## src/rtl/serial_add_pkg.sv

```systemverilog
// -----------------------------------------------------------------------------
// serial_add_pkg
// Shared definitions for the bit-serial adder controller.
//   state_t          : controller state encoding (IDLE/RUN/DONE)
//   SERIAL_ADD_W_DEF : default operand width
// -----------------------------------------------------------------------------
package serial_add_pkg;

    typedef enum logic [1:0] {
        IDLE = 2'd0,
        RUN  = 2'd1,
        DONE = 2'd2
    } state_t;

    localparam int SERIAL_ADD_W_DEF = 8;

endpackage : serial_add_pkg

```

## src/rtl/full_adder.sv

```systemverilog
// -----------------------------------------------------------------------------
// full_adder
// One-bit full adder, the only arithmetic element of the serial adder.
// Ports:
//   a, b, cin : addend bits and carry in
//   s         : sum bit
//   cout      : carry out
// -----------------------------------------------------------------------------
module full_adder (
    input  logic a,
    input  logic b,
    input  logic cin,
    output logic s,
    output logic cout
);

    assign s    = a ^ b ^ cin;
    assign cout = (a & b) | (a & cin) | (b & cin);

endmodule : full_adder

```

## src/rtl/serial_add_ctrl.sv

```systemverilog
// -----------------------------------------------------------------------------
// serial_add_ctrl
// Bit-serial W-bit adder: one full_adder reused for one bit per clock.
// Optional subtract mode is enabled by defining SERIAL_ADD_SUB_EN.
// Ports:
//   clk, rst             : clock, synchronous active-high reset
//   in_valid / in_ready  : operand handshake (in_ready high only in IDLE)
//   a, b                 : operands, sampled on accept
//   sub                  : (SERIAL_ADD_SUB_EN only) 1 = compute a - b
//   out_valid / out_ready: result handshake (out_valid high only in DONE)
//   sum, cout            : result and final carry, held until next result
//   busy                 : high in RUN or DONE
// -----------------------------------------------------------------------------
module serial_add_ctrl
    import serial_add_pkg::*;
#(
    parameter int W = SERIAL_ADD_W_DEF
) (
    input  logic         clk,
    input  logic         rst,
    input  logic         in_valid,
    output logic         in_ready,
    input  logic [W-1:0] a,
    input  logic [W-1:0] b,
`ifdef SERIAL_ADD_SUB_EN
    input  logic         sub,
`endif
    output logic         out_valid,
    input  logic         out_ready,
    output logic [W-1:0] sum,
    output logic         cout,
    output logic         busy
);

    // Counter width never below 1 bit; W-1 always fits, so no overflow for
    // power-of-two W.
    localparam int             CW       = (W > 1) ? $clog2(W) : 1;
    localparam logic [CW-1:0]  CNT_LAST = CW'(W - 1);

    state_t         state_q, state_d;
    logic [W-1:0]   a_sr_q, a_sr_d;
    logic [W-1:0]   b_sr_q, b_sr_d;
    logic [W-1:0]   res_q,  res_d;
    logic           carry_q, carry_d;
    logic           cout_q,  cout_d;
    logic [CW-1:0]  cnt_q,   cnt_d;

    logic           fa_s;
    logic           fa_co;
    logic [W-1:0]   b_load;
    logic           carry_init;

`ifdef SERIAL_ADD_SUB_EN
    // Subtraction as a + ~b + 1: invert b and seed the carry with 1.
    assign b_load     = sub ? ~b : b;
    assign carry_init = sub;
`else
    assign b_load     = b;
    assign carry_init = 1'b0;
`endif

    full_adder u_fa (
        .a    (a_sr_q[0]),
        .b    (b_sr_q[0]),
        .cin  (carry_q),
        .s    (fa_s),
        .cout (fa_co)
    );

    always_ff @(posedge clk) begin
        if (rst) begin
            state_q <= IDLE;
            a_sr_q  <= '0;
            b_sr_q  <= '0;
            res_q   <= '0;
            carry_q <= 1'b0;
            cout_q  <= 1'b0;
            cnt_q   <= '0;
        end else begin
            state_q <= state_d;
            a_sr_q  <= a_sr_d;
            b_sr_q  <= b_sr_d;
            res_q   <= res_d;
            carry_q <= carry_d;
            cout_q  <= cout_d;
            cnt_q   <= cnt_d;
        end
    end

    always_comb begin
        state_d = state_q;
        a_sr_d  = a_sr_q;
        b_sr_d  = b_sr_q;
        res_d   = res_q;
        carry_d = carry_q;
        cout_d  = cout_q;
        cnt_d   = cnt_q;

        unique case (state_q)
            IDLE: begin
                if (in_valid) begin
                    a_sr_d  = a;
                    b_sr_d  = b_load;
                    carry_d = carry_init;
                    cnt_d   = '0;
                    state_d = RUN;
                end
            end
            RUN: begin
                a_sr_d       = a_sr_q >> 1;
                b_sr_d       = b_sr_q >> 1;
                // Sum bits enter at the MSB so bit 0 lands in res[0] after W shifts;
                // written as shift-then-set so W=1 needs no special case.
                res_d        = res_q >> 1;
                res_d[W-1]   = fa_s;
                carry_d      = fa_co;
                cnt_d        = cnt_q + CW'(1);
                if (cnt_q == CNT_LAST) begin
                    cout_d  = fa_co;
                    state_d = DONE;
                end
            end
            DONE: begin
                if (out_ready) begin
                    state_d = IDLE;
                end
            end
            default: state_d = IDLE;
        endcase
    end

    assign in_ready  = (state_q == IDLE);
    assign out_valid = (state_q == DONE);
    assign busy      = (state_q == RUN) || (state_q == DONE);
    assign sum       = res_q;
    assign cout      = cout_q;

endmodule : serial_add_ctrl
```

## config.mk

```make
export PLATFORM = sky130hd
export DESIGN_NAME = serial_add_ctrl
export DESIGN_NICKNAME = d
export VERILOG_FILES = /design/src/rtl/serial_add_pkg.sv /design/src/rtl/full_adder.sv /design/src/rtl/serial_add_ctrl.sv
export SDC_FILE = /design/constraint.sdc
export NUM_CORES = 1
export LEC_CHECK = 0
export BUFFER_PORTS_ARGS = -buffer_cell sky130_fd_sc_hd__buf_4
export CORE_UTILIZATION = 48
export CTS_CLUSTER_SIZE = 24
export DETAILED_ROUTE_END_ITERATION = 8
export PLACE_DENSITY = 0.85
export SLEW_MARGIN = 15
export SYNTH_ARGS = -nofsm -noshare
export SYNTH_HDL_FRONTEND = slang
export SYNTH_SLANG_ARGS = --single-unit
```

## constraint.sdc

```tcl
create_clock -name clk -period 1.5 [get_ports clk]
set_input_delay 0.3 -clock clk [delete_from_list [all_inputs] [get_ports clk]]
set_output_delay 0.3 -clock clk [all_outputs]
set_load 0.01 [all_outputs]
```

# [After elaboration in Yosys (flattened, before gate mapping)]
# Cells that the tools add are included.
[op_classes] bitwise=7 n_mux=12 eq_ne=6 addsub=1 n_reduce_logical=6
[op_table] cell="one-hot mux 8 bit (2 select lines)" n=2
[op_table] cell="2-to-1 mux 8 bit" n=2
[op_table] cell="2-to-1 mux 2 bit" n=3
[op_table] cell="one-hot mux 2 bit (3 select lines)" n=1
[op_table] cell="one-hot mux 3 bit (2 select lines)" n=1
[op_table] cell="inequality test 2 bit (second input constant)" n=2
[op_table] cell="AND reduction 2 bit" n=2
[op_table] cell="adder 3 x 1 -> 3 bit (second input constant)" n=1
[op_table] cell="AND 1 bit" n=3
[op_table] cell="== test 3 bit (second input constant)" n=1
[op_table] cell="2-to-1 mux 3 bit" n=1
[op_table] cell="AND reduction 3 bit" n=1
[op_table] cell="== test 2 x 1 -> 1 bit (second input constant)" n=1
[op_table] cell="== test 2 bit (second input constant)" n=1
[op_table] cell="logical NOT 2 bit" n=1
[op_table] cell="inequality test 2 x 1 -> 1 bit (second input constant)" n=1
[op_table] cell="bitwise OR 1 bit" n=2
[op_table] cell="one-hot mux 1 bit (2 select lines)" n=1
[op_table] cell="nonzero test 2 bit" n=1
[op_table] cell="bitwise XOR 1 bit" n=2
[op_table] cell="logical OR 1 bit" n=1
[op_table] cell="2-to-1 mux 1 bit" n=1
[totals] word_cells=39 reg_bits=31 inputBits=20 output_inout_bits=12

# [Longest topological paths before layout]
# Gate-level depths: netlist of run 1.
[depth] word_depth=4 mapped_depth=7 mapped_depth_nobuf=5

# [Cells and area by module]
# A second synthesis of run 1 with hierarchy kept.
[unflattened] cells_unflattened=141 area_unflattened_um2=1488.9
[modules_own_cells] mod="serial_add_ctrl" cells_per_inst=140 seq_area_each_um2=620.6 n_inst=1 area_per_inst_um2=1468.9
[modules_own_cells] mod="full_adder" cells_per_inst=1 seq_area_each_um2=0.0 n_inst=1 area_per_inst_um2=20.0

# [Worst setup path after synthesis of run 1]
# OpenSTA, ideal clock, no wires.
[synth_timing] kind="register -> register" startpoint="reg state_q[0]" endpoint="reg a_sr_q[6]" required_ns=1.376 path_buffers=2 setup_slack_ns=-0.044 t_arrival_ns=1.420 stages_incl_launch_ff=8 synth_period_minus_slack_ns=1.544 setup_time_ns=0.124 path_cell_list="dfxtp_1 -> inv_1 -> ha_1 -> buf_6 -> mux2_4 -> buf_6 -> nor2_1 -> a211oi_2"
[synth_between] elab_chain_cells=3 elab_cells_between_ends=6 cone_classes="eq/ne: 2; mux: 1; reduce/logical: 3"
[synth_rtl] item="from (decl)" line_no="serial_add_ctrl.sv:40" text="state_t state_q, state_d;"
[synth_rtl] item="from (signal assigned)" line_no="serial_add_ctrl.sv:80" text="state_q <= state_d;"
[synth_rtl] item="logical NOT 2 bit *"
[synth_rtl] item="named net in_ready" line_no="serial_add_ctrl.sv:22" text="output logic in_ready,"
[synth_rtl] item="inequality test 2 bit (no line) / nonzero test 2 bit (equally long branches)"
[synth_rtl] item="AND reduction 2 bit (no line)"
[synth_rtl] item="to (signal assigned)" line_no="serial_add_ctrl.sv:81" text="a_sr_q <= a_sr_d;"
[synth_rtl] item="to (decl)" line_no="serial_add_ctrl.sv:41" text="logic [W-1:0] a_sr_q, a_sr_d;"
# The timed path passes the listed nets; every way through them passes the cells marked *.
# A chain may end at the register's enable or synchronous reset.

# [Worst setup path in the final report of run 1]
[layout_timing] startpoint="reg state_q[0]" endpoint="reg state_q[0]"
[layout_between] elab_chain_cells=3 elab_cells_between_ends=8 cone_classes="eq/ne: 5; mux: 1; reduce/logical: 2"
[layout_rtl] item="== test 2 x 1 -> 1 bit, or another cell as far along" line_no="serial_add_ctrl.sv:99" text="unique case (state_q)"
[layout_rtl] item="inequality test 2 bit (no line) / inequality test 2 x 1 -> 1 bit (equally long branches)"
[layout_rtl] item="AND reduction 3 bit (no line)"
# Parallel ways exist; a longest one is shown, timed or not.

==> results of run 1 <==
==> power breakdown <==
part,switching [mW],internal (mW)
clock,0.265,0.276
combinational,0.538,0.516
sequential,0.0782,0.956
total,0.882,1.75
==> stage by stage <==
step / hold slack [ps] / util (%)
after floorplan: 444 / -
after global placement: 457 / 60.5
after detailed placement: 469 / 60.5
after CTS: 333 / 63.2
after global routing: 345 / 65.0
final: 345 / 65.0
==> flip-flops by register name, indices dropped and copies added, names as in the netlist <==
register  count
a_sr_q        8
carry_q       1
b_sr_q        8
cout          1
sum           8
cnt_q         3
state_q       2
==> path summary, 6_finish.rpt <==
kind,startpoint,end,slack [ps],depth (start not counted)
worst max-delay path,state_q[0],state_q[0],9,6
worst min-delay path,out_ready,state_q[1],340,3
worst max register to register,state_q[0],state_q[0],9,6
worst min register to register,cout,cout,480,2
==> cells in the final DEF, fill, tap and decap left out <==
cell type  netlist  final
a211oi_2        14     14
a21oi_1          2      2
a311oi_1         1      1
a31oi_1          3      3
a32oi_1          3      3
and2b_2          2      2
buf_4            1     36
buf_6            2      3
clkbuf_1         2      1
clkbuf_4         0      5
clkbuf_8         0      2
dfxtp_1         31     29
dfxtp_2          0      2
fa_1             1      1
ha_1             5      3
ha_2             0      1
ha_4             0      1
inv_1            3      1
inv_2            0      2
mux2_2           0      1
mux2_4           1      1
mux2i_1         24     24
nand2_1          3      3
nand2b_1         5      4
nand2b_2         0      1
nand3_1          1      1
nand3b_1         1      1
nor2_1          25     24
nor2_2           0      1
o211ai_1         1      1
o32ai_1          2      2
or2b_1           1      1
==> cells by family after synthesis <==
logic type      synth area share, %
simple gates                   11.7
mux                            17.1
buf+inv                        6.30
flops                          41.6
compound gates                 17.7
fa+ha+maj                      5.54
==> synth_stat cells (all sizes together) <==
cell type  number  area share, %
or2b            1           0.50
mux2            1            1.0
a211oi         14             12
nand2b          5            2.1
ha              5            4.2
fa              1            1.3
inv             3           0.76
buf            10            5.0
nand3           1           0.34
and2b           2            1.2
a32oi           3            1.8
clkbuf          2           0.50
nor2           25            6.3
o211ai          1           0.50
dfxtp          31             42
nand2           3           0.76
nand3b          1           0.50
mux2i          24             16
o32ai           2            1.2
a31oi           3            1.3
a311oi          1           0.59
a21oi           2           0.67
==> layer usage <==
layer	vias to the layer above	track usage (%)	wire, µm	part of all wire, %
li1	572	-	-	-
met5	-	0	0	0
met1	529	18.9	1200	41
met3	2	6.25	164	5.6
met2	22	34.1	1560	53
met4	0	6.12	10	0.34
==> final cells by class <==
class / count / area share [%]
multi-input cells: 96 / 43.6
flip-flops and latches: 31 / 33.6
repair buffers: 39 / 16.4
clock buffers: 8 / 3.71
well taps: 31 / 2.09
inverters: 3 / 0.608
==> worst reg2reg max path: cells and delay by family (launching register included) <==
family | cells | cell delay [ps]
adder cells (fa/ha/maj) | 1 | 240
flip-flops | 1 | 350
buffers and inverters | 3 | 390
multiplexers | 1 | 220
AO/OA/AOI/OAI | 1 | 240
==> repair_timing <==
action                                  in CTS  in global routing
endpoints found under the hold margin        0                  0
gates resized for setup                      4                  7
endpoints found under the setup margin       5                 20
cloned                                       0                  1
setup buffers                                0                  2
pin swaps                                    0                  1
==> results.yml, run 1 <==
floorplan:
  fp-row-count: 19
  floorplan.initialDensity_pct: 52.2
  die_height_um: 57.7
  core_um2: 2850
  die_area_um2: 3330
  die_w_um: 57.7
  boundaryPins: 32
clock_network:
  clk_path_buf_depth: 2
  cts_buffers: 5
  cts_tree: "built"
  cts_hold_buf: 0
  worstSkewPairLatency_ps: 320
  htree_levels: 2
  clock_sink_count: 31
  path_clk_slew_ps: 90
  cts_root_buf: "clkbuf_4"
drt:
  drt_iter0_markers: 29
  firstDrtPassIters: 6
  vias: 1125
  drc: 3
  wire_per_inst_um: 14.1
  drtAntennaViolNets: 0
  drt-total-wl_um: 2930
  avgViaCountPerCell: 5.41
sta:
  period_minus_slack_ps: 1490
  max_freq_mhz: 671
  fin_skew_ps: 6.89
  slew_viol_final: 0
  fin_ws_ps: 8.91
  setup_viol: 0
  timing.final.crit_share_pct: 99.4
  tns_ps: 0
  max_slew_margin_pct: 73.2
  timing_hold_violations_final: 0
  worst_pin_slew_ps: 401
  rsz0062_at_grt: "true"
placement:
  portBuffers: 31
  placed_cell_area_um2: 1730
  place_ws_ps: -5.99
  gp_congestion: 0.686
  dp_hpwl_um: 2030
  dp.cells: 197
setup_path:
  arrival_ps: 1730
  crit_family: "buffers and inverters"
  crit_path_end_kind: "register"
  crit_required_ps: 1740
  critPathKind: "reg2reg"
  crit_slowest_cell: "dfxtp_2"
  slowest_delay_ps: 350
  crit_fanout: 13
  start_kind: "register"
  path_buf_inv: 3
  path_cells: "buf_4 > ha_2 > buf_6 > inv_1 > o211ai_1 > mux2i_1"
global_routing:
  grtUsageTotal_pct: 18.2
  grt_remaining_overflow: 0
  grt_pass1_wl_um: 4620
  grt_max_degree: 35
  first_global_vias: 1096
  antenna_found_initial: 0
pwr:
  ir_drop_v: 0.000759
  total_power_mw: 2.63
  p_leak_nw: 0.771
  power_density_nw_per_um2: 1420
yosys:
  yosysUniqueCellTypes: 25
  netlist_instances: 141
  synth_fp_nets: 167
  ys_warn_count: 0
  yosysSeqAreaShare_pct: 41.6
  ys_seq_elements: 31
  avgSynthCellArea_um2: 10.6
  synthesis.area_um2: 1490
finish:
  fin_nets: 202
  num-fill-cells: 240
  final_cell_area_um2: 1850
  instances_no_fill: 208
  multi_input_comb_area_um2: 807
  drive_gt1_share_pct: 40.7
  regArea_um2: 623
  n_antenna_cell: 0
  area_growth_pct: 24.3
outcome:
  violations: "design-rule violations"
  status: "finished, violations left"
hold_path:
  hold_class: "in2reg"
flow_run:
  cap_violations: 0
Power figures use the tool's default switching activity.
==> run 2: changes to the inputs <==
--- a/config.mk
+++ b/config.mk
@@ -6,10 +6,11 @@
 export NUM_CORES = 1
 export LEC_CHECK = 0
 export BUFFER_PORTS_ARGS = -buffer_cell sky130_fd_sc_hd__buf_4
-export CORE_UTILIZATION = 48
+export CORE_ASPECT_RATIO = 1.5
+export CORE_UTILIZATION = 55
 export CTS_CLUSTER_SIZE = 24
 export DETAILED_ROUTE_END_ITERATION = 8
-export PLACE_DENSITY = 0.85
+export PLACE_DENSITY_LB_ADDON = 0.1
 export SLEW_MARGIN = 15
 export SYNTH_ARGS = -nofsm -noshare
 export SYNTH_HDL_FRONTEND = slang
==> constraint.sdc (replaced) <==
create_clock -name clk -period 1.85 [get_ports clk]
set_input_delay 0.37 -clock clk [delete_from_list [all_inputs] [get_ports clk]]
set_output_delay 0.37 -clock clk [all_outputs]
set_load 0.01 [all_outputs]
==> run 2 against run 1 <==
Effect of this change:
- the flow now finishes without violations
- global-route usage rose by 1.3 points
- clock skew fell by 4.3 ps
- hold slack improved by 53 ps
- count of clock-buffer cells in the layout fell by 2
- clock power increased by 0.7%
- sequential share of layout area grew 1.1 points
- register-to-register slack improved by 230 ps
- via count shrank 2.8%
- final area is 3.6% lower
- critical path type is now reg2out
- highest routed layer unchanged
==> results.yml, run 2 (synthesized netlist as in run 1, its figures left out) <==
outcome:
  status: "complete, no violations"
drt:
  drtAntennaViolNets: 0
  avgViaCountPerCell: 5.31
  m1WireLength_um: 1060
  firstDrtPassIters: 4
  wire_per_inst_um: 12.1
  top_layer: "met4"
  drt_iter0_markers: 17
  vias: 1094
  met2_length_um: 1290
  wl_met3_um: 93
  drc: 0
  drt-total-wl_um: 2490
global_routing:
  grt_pass1_wl_um: 4260
  first_global_vias: 1035
  grt_max_degree: 35
  antenna_found_initial: 0
  grt_remaining_overflow: 0
  grtUsageTotal_pct: 19.5
finish:
  fin_nets: 195
  final_common_cell: "buf_4"
  n_antenna_cell: 0
  final_cell_mix: "buf_4 (33), dfxtp_1 (31), nor2_1 (25)"
  area_growth_pct: 19.9
  num-fill-cells: 199
  drive_gt1_share_pct: 34.1
  multi_input_comb_area_um2: 776
  regArea_um2: 621
pwr:
  ir_drop_v: 0.000837
  pwr-share-clk_pct: 25.9
  pwr-share-comb_pct: 34.2
  p_leak_nw: 0.741
  total_power_mw: 2.10
  power_density_nw_per_um2: 1180
  p_seq_share_pct: 39.8
  p_sw_share_pct: 32.2
  p_int_mw: 1.42
  switching_power_mw: 0.677
sta:
  timing_hold_violations_final: 0
  slew_viol_final: 0
  fin_ws_ps: 206
  timing.final.crit_share_pct: 88.9
  max_freq_mhz: 608
  worst_pin_slew_ps: 408
  rsz0062_at_grt: "false"
  whs_ps: 398
  max_slew_margin_pct: 72.0
  fin_skew_ps: 2.63
  setup_viol: 0
  tns_ps: 0
  period_minus_slack_ps: 1640
clock_network:
  cts_tree: "built"
  cts.repair.resized: 0
  clk_path_buf_depth: 2
  htree_levels: 2
  cts_buffers: 5
  cts_setup_buffers: 0
  cts_root_buf: "clkbuf_4"
  cts_hold_buf: 0
  worstSkewPairLatency_ps: 320
  path_clk_slew_ps: 90
  clock_sink_count: 31
floorplan:
  fp-row-count: 22
  die_height_um: 65.8
  boundaryPins: 32
  die_w_um: 44.5
  core_um2: 2500
  die_area_um2: 2930
  floorplan.initialDensity_pct: 59.5
setup_path:
  crit_path_end_kind: "output port"
  arrival_ps: 1270
  start_kind: "register"
  critPathKind: "reg2out"
  crit_fanout: 9
  r2r_cells: 5
  r2r-start: "state_q[0]"
  crit_required_ps: 1480
  startpoint: "state_q[0]"
hold_path:
  min-delay-start: "out_ready"
  hold_class: "in2reg"
  worstHoldPathCells: 3
placement:
  gp_congestion: 0.722
  place_ws_ps: 241
  dp_hpwl_um: 1770
  portBuffers: 31
flow_run:
  cap_violations: 0
[run 2: cell types whose count changed in the layout (fill, tap and decap cells not counted), moves of 2 or more]
cell     before  now
dfxtp_1      29   31
buf_6         3    0
dfxtp_2       2    0
ha_1          3    5
buf_4        36   33
inv_2         2    0
inv_1         1    3
[run 2: power by group through the flow]
stage                     registers [mW]  logic (mW)  clock network (mW)
after floorplan                    0.839       0.637                   0
after global placement             0.848       0.699                   0
final                              0.837       0.719               0.545
after global routing               0.850       0.793               0.581
after CTS                          0.837       0.727               0.561
after detailed placement           0.852       0.726                   0
[run 2: final timing paths]
path	endpoint	slack, ps
max	in_ready	210
min	state_q[1]	400
max reg2reg	b_sr_q[4]	240
min reg2reg	cout	480
[run 2: routing by layer]
layer,up-vias,global-route usage [%]
li1,559,-
met1,508,23.2
met2,21,32.0
met3,6,4.12
met4,0,10.2
met5,-,0
[run 2: layout make-up]
| type | count | area share [%] |
|---|---|---|
| Inverter | 3 | 0.630 |
| Multi-Input combinational cell | 95 | 43.4 |
| Clock buffer | 6 | 2.87 |
| Tap cell | 36 | 2.52 |
| Clock inverter | 2 | 1.96 |
| Timing Repair Buffer | 33 | 13.9 |
| Sequential cell | 31 | 34.7 |
[run 2: worst max-delay path: stages, from the launching register on]
cell and delay [ps]:
dfxtp_1 340, inv_1 80, ha_1 350, buf_4 190
[run 2: stage by stage]
stage,instance area (µm²),utilization (%),std cells
after floorplan,1490,-,141
after global placement,1700,67.9,198
after detailed placement,1700,67.9,198
after CTS,1790,71.3,206
after global routing,1790,71.3,206
final,1790,71.3,206
==> run 3: changes to the inputs <==
--- a/config.mk
+++ b/config.mk
@@ -7,7 +7,7 @@
 export LEC_CHECK = 0
 export BUFFER_PORTS_ARGS = -buffer_cell sky130_fd_sc_hd__buf_4
 export CORE_ASPECT_RATIO = 1.5
-export CORE_UTILIZATION = 55
+export CORE_UTILIZATION = 48
 export CTS_CLUSTER_SIZE = 24
 export DETAILED_ROUTE_END_ITERATION = 8
 export PLACE_DENSITY_LB_ADDON = 0.1
==> run 3 against run 2 <==
Effect of this change:
- flip-flop and latch count unchanged
- combinational power increased by 0.7%
- first-iteration DRC count increased by 53%
- via count increased by 0.82%
- highest routed layer unchanged
- sequential share of layout area decreased by 0.67 points
- critical path type is now reg2reg
- count of clock-buffer cells in the layout unchanged
==> results.yml, run 3 (synthesized netlist as in run 1, its figures left out) <==
outcome:
  status: "complete, no violations"
finish:
  final_cell_area_um2: 1820
  instances_no_fill: 209
  n_antenna_cell: 0
  fin_nets: 195
  final_cell_mix: "buf_4 (33), dfxtp_1 (31), nor2_1 (25)"
  drive_gt1_share_pct: 34.1
  final_common_cell: "buf_4"
  area_growth_pct: 22.3
drt:
  avgViaCountPerCell: 5.28
  firstDrtPassIters: 4
  drtAntennaViolNets: 0
  vias: 1103
  drt-total-wl_um: 2710
  drt_iter0_markers: 26
  wire_per_inst_um: 13.0
  drc: 0
clock_network:
  cts.repair.resized: 0
  cts_root_buf: "clkbuf_8"
  cts_tree: "built"
  htree_levels: 2
  worstSkewPairLatency_ps: 280
  path_clk_slew_ps: 70
  clk_path_buf_depth: 2
  clock_sink_count: 31
  cts_buffers: 5
  cts_hold_buf: 0
  cts_setup_buffers: 0
sta:
  max_freq_mhz: 604
  max_slew_margin_pct: 72.5
  timing_hold_violations_final: 0
  worst_pin_slew_ps: 413
  tns_ps: 0
  fin_ws_ps: 195
  setup_viol: 0
  fin_skew_ps: 5.99
  slew_viol_final: 0
  timing.final.crit_share_pct: 89.5
  rsz0062_at_grt: "false"
  period_minus_slack_ps: 1660
setup_path:
  arrival_ps: 1830
  critPathKind: "reg2reg"
  crit_fanout: 9
  crit_required_ps: 2020
  path_cells: "inv_1 > ha_1 > nand2b_1 > a31oi_1 > a311oi_1"
  crit_path_end_kind: "register"
  slowest_delay_ps: 370
  start_kind: "register"
  crit_slowest_cell: "dfxtp_1"
global_routing:
  grt_max_degree: 35
  grt.busiest_layer: "met2"
  use_met2_pct: 32.7
  first_global_vias: 1066
  grtUsageMet1_pct: 18.8
  antenna_found_initial: 0
  use_met3_pct: 6.98
  grtUsageTotal_pct: 19.0
  grt_remaining_overflow: 0
  grt_pass1_wl_um: 4460
pwr:
  p_leak_nw: 0.754
  p_sw_share_pct: 31.3
  ir_drop_v: 0.00123
  p_int_mw: 1.54
  power_density_nw_per_um2: 1230
  p_seq_share_pct: 37.2
  pwr-share-clk_pct: 30.5
  pwr-share-comb_pct: 32.3
  switching_power_mw: 0.702
  total_power_mw: 2.24
floorplan:
  die_area_um2: 3340
  die_w_um: 47.5
  core_um2: 2940
  floorplan.initialDensity_pct: 50.6
  die_height_um: 70.2
  fp-row-count: 24
  boundaryPins: 32
placement:
  gp_congestion: 0.697
  dp.cells: 201
  portBuffers: 31
  placed_cell_area_um2: 1700
  dp_hpwl_um: 1910
  place_ws_ps: 247
hold_path:
  hold_class: "in2reg"
flow_run:
  cap_violations: 0
-- run 3: changes by cell type in the layout (fill, tap and decap cells not counted) --
cell / delta
clkbuf_4: -5
clkbuf_8: +5
-- run 3: critical path: cells and delay by family, from the launching register on --
kind	cells	cell delay [ps]
compound gates	2	480
flops	1	370
fa+ha+maj	1	310
simple gates	1	300
buf+inv	1	80
-- run 3: layout make-up --
class | instances | area (µm²)
repair buffers | 33 | 248
fillers | 284 | 1120
multi-input cells | 95 | 776
flip-flops and latches | 31 | 621
clock buffers | 6 | 82.6
well taps | 39 | 48.8
clock inverters | 2 | 35.0
inverters | 3 | 11.3
-- run 3: final timing paths --
check	from	end	slack (ps)	cells after the start
worst min register to register	cnt_q[0]	cnt_q[0]	470	2
worst min-delay path	b[1]	b_sr_q[1]	460	3
worst max register to register	state_q[0]	state_q[1]	190	5
worst max-delay path	state_q[0]	state_q[1]	190	5
-- run 3: metrics by stage --
step | utilization [%] | hold slack [ps]
after CTS | 61.9 | 455
after global routing | 61.9 | 467
after global placement | 57.9 | 453
after floorplan | - | 444
final | 61.9 | 458
after detailed placement | 57.9 | 469
-- run 3: metal layers --
layer / vias up / routed length, µm
met1: 520 / 1100
met2: 23 / 1450
met5: - / 0
li1: 555 / -
met3: 5 / 105
met4: 0 / 56
-- run 3: power groups by stage --
stage	Clock [mW]	Combinational (mW)	Sequential, mW
floorplan	0	0.637	0.839
global placement	0	0.706	0.845
detailed placement	0	0.733	0.852
CTS	0.703	0.736	0.837
global route	0.737	0.796	0.847
finish	0.684	0.724	0.835
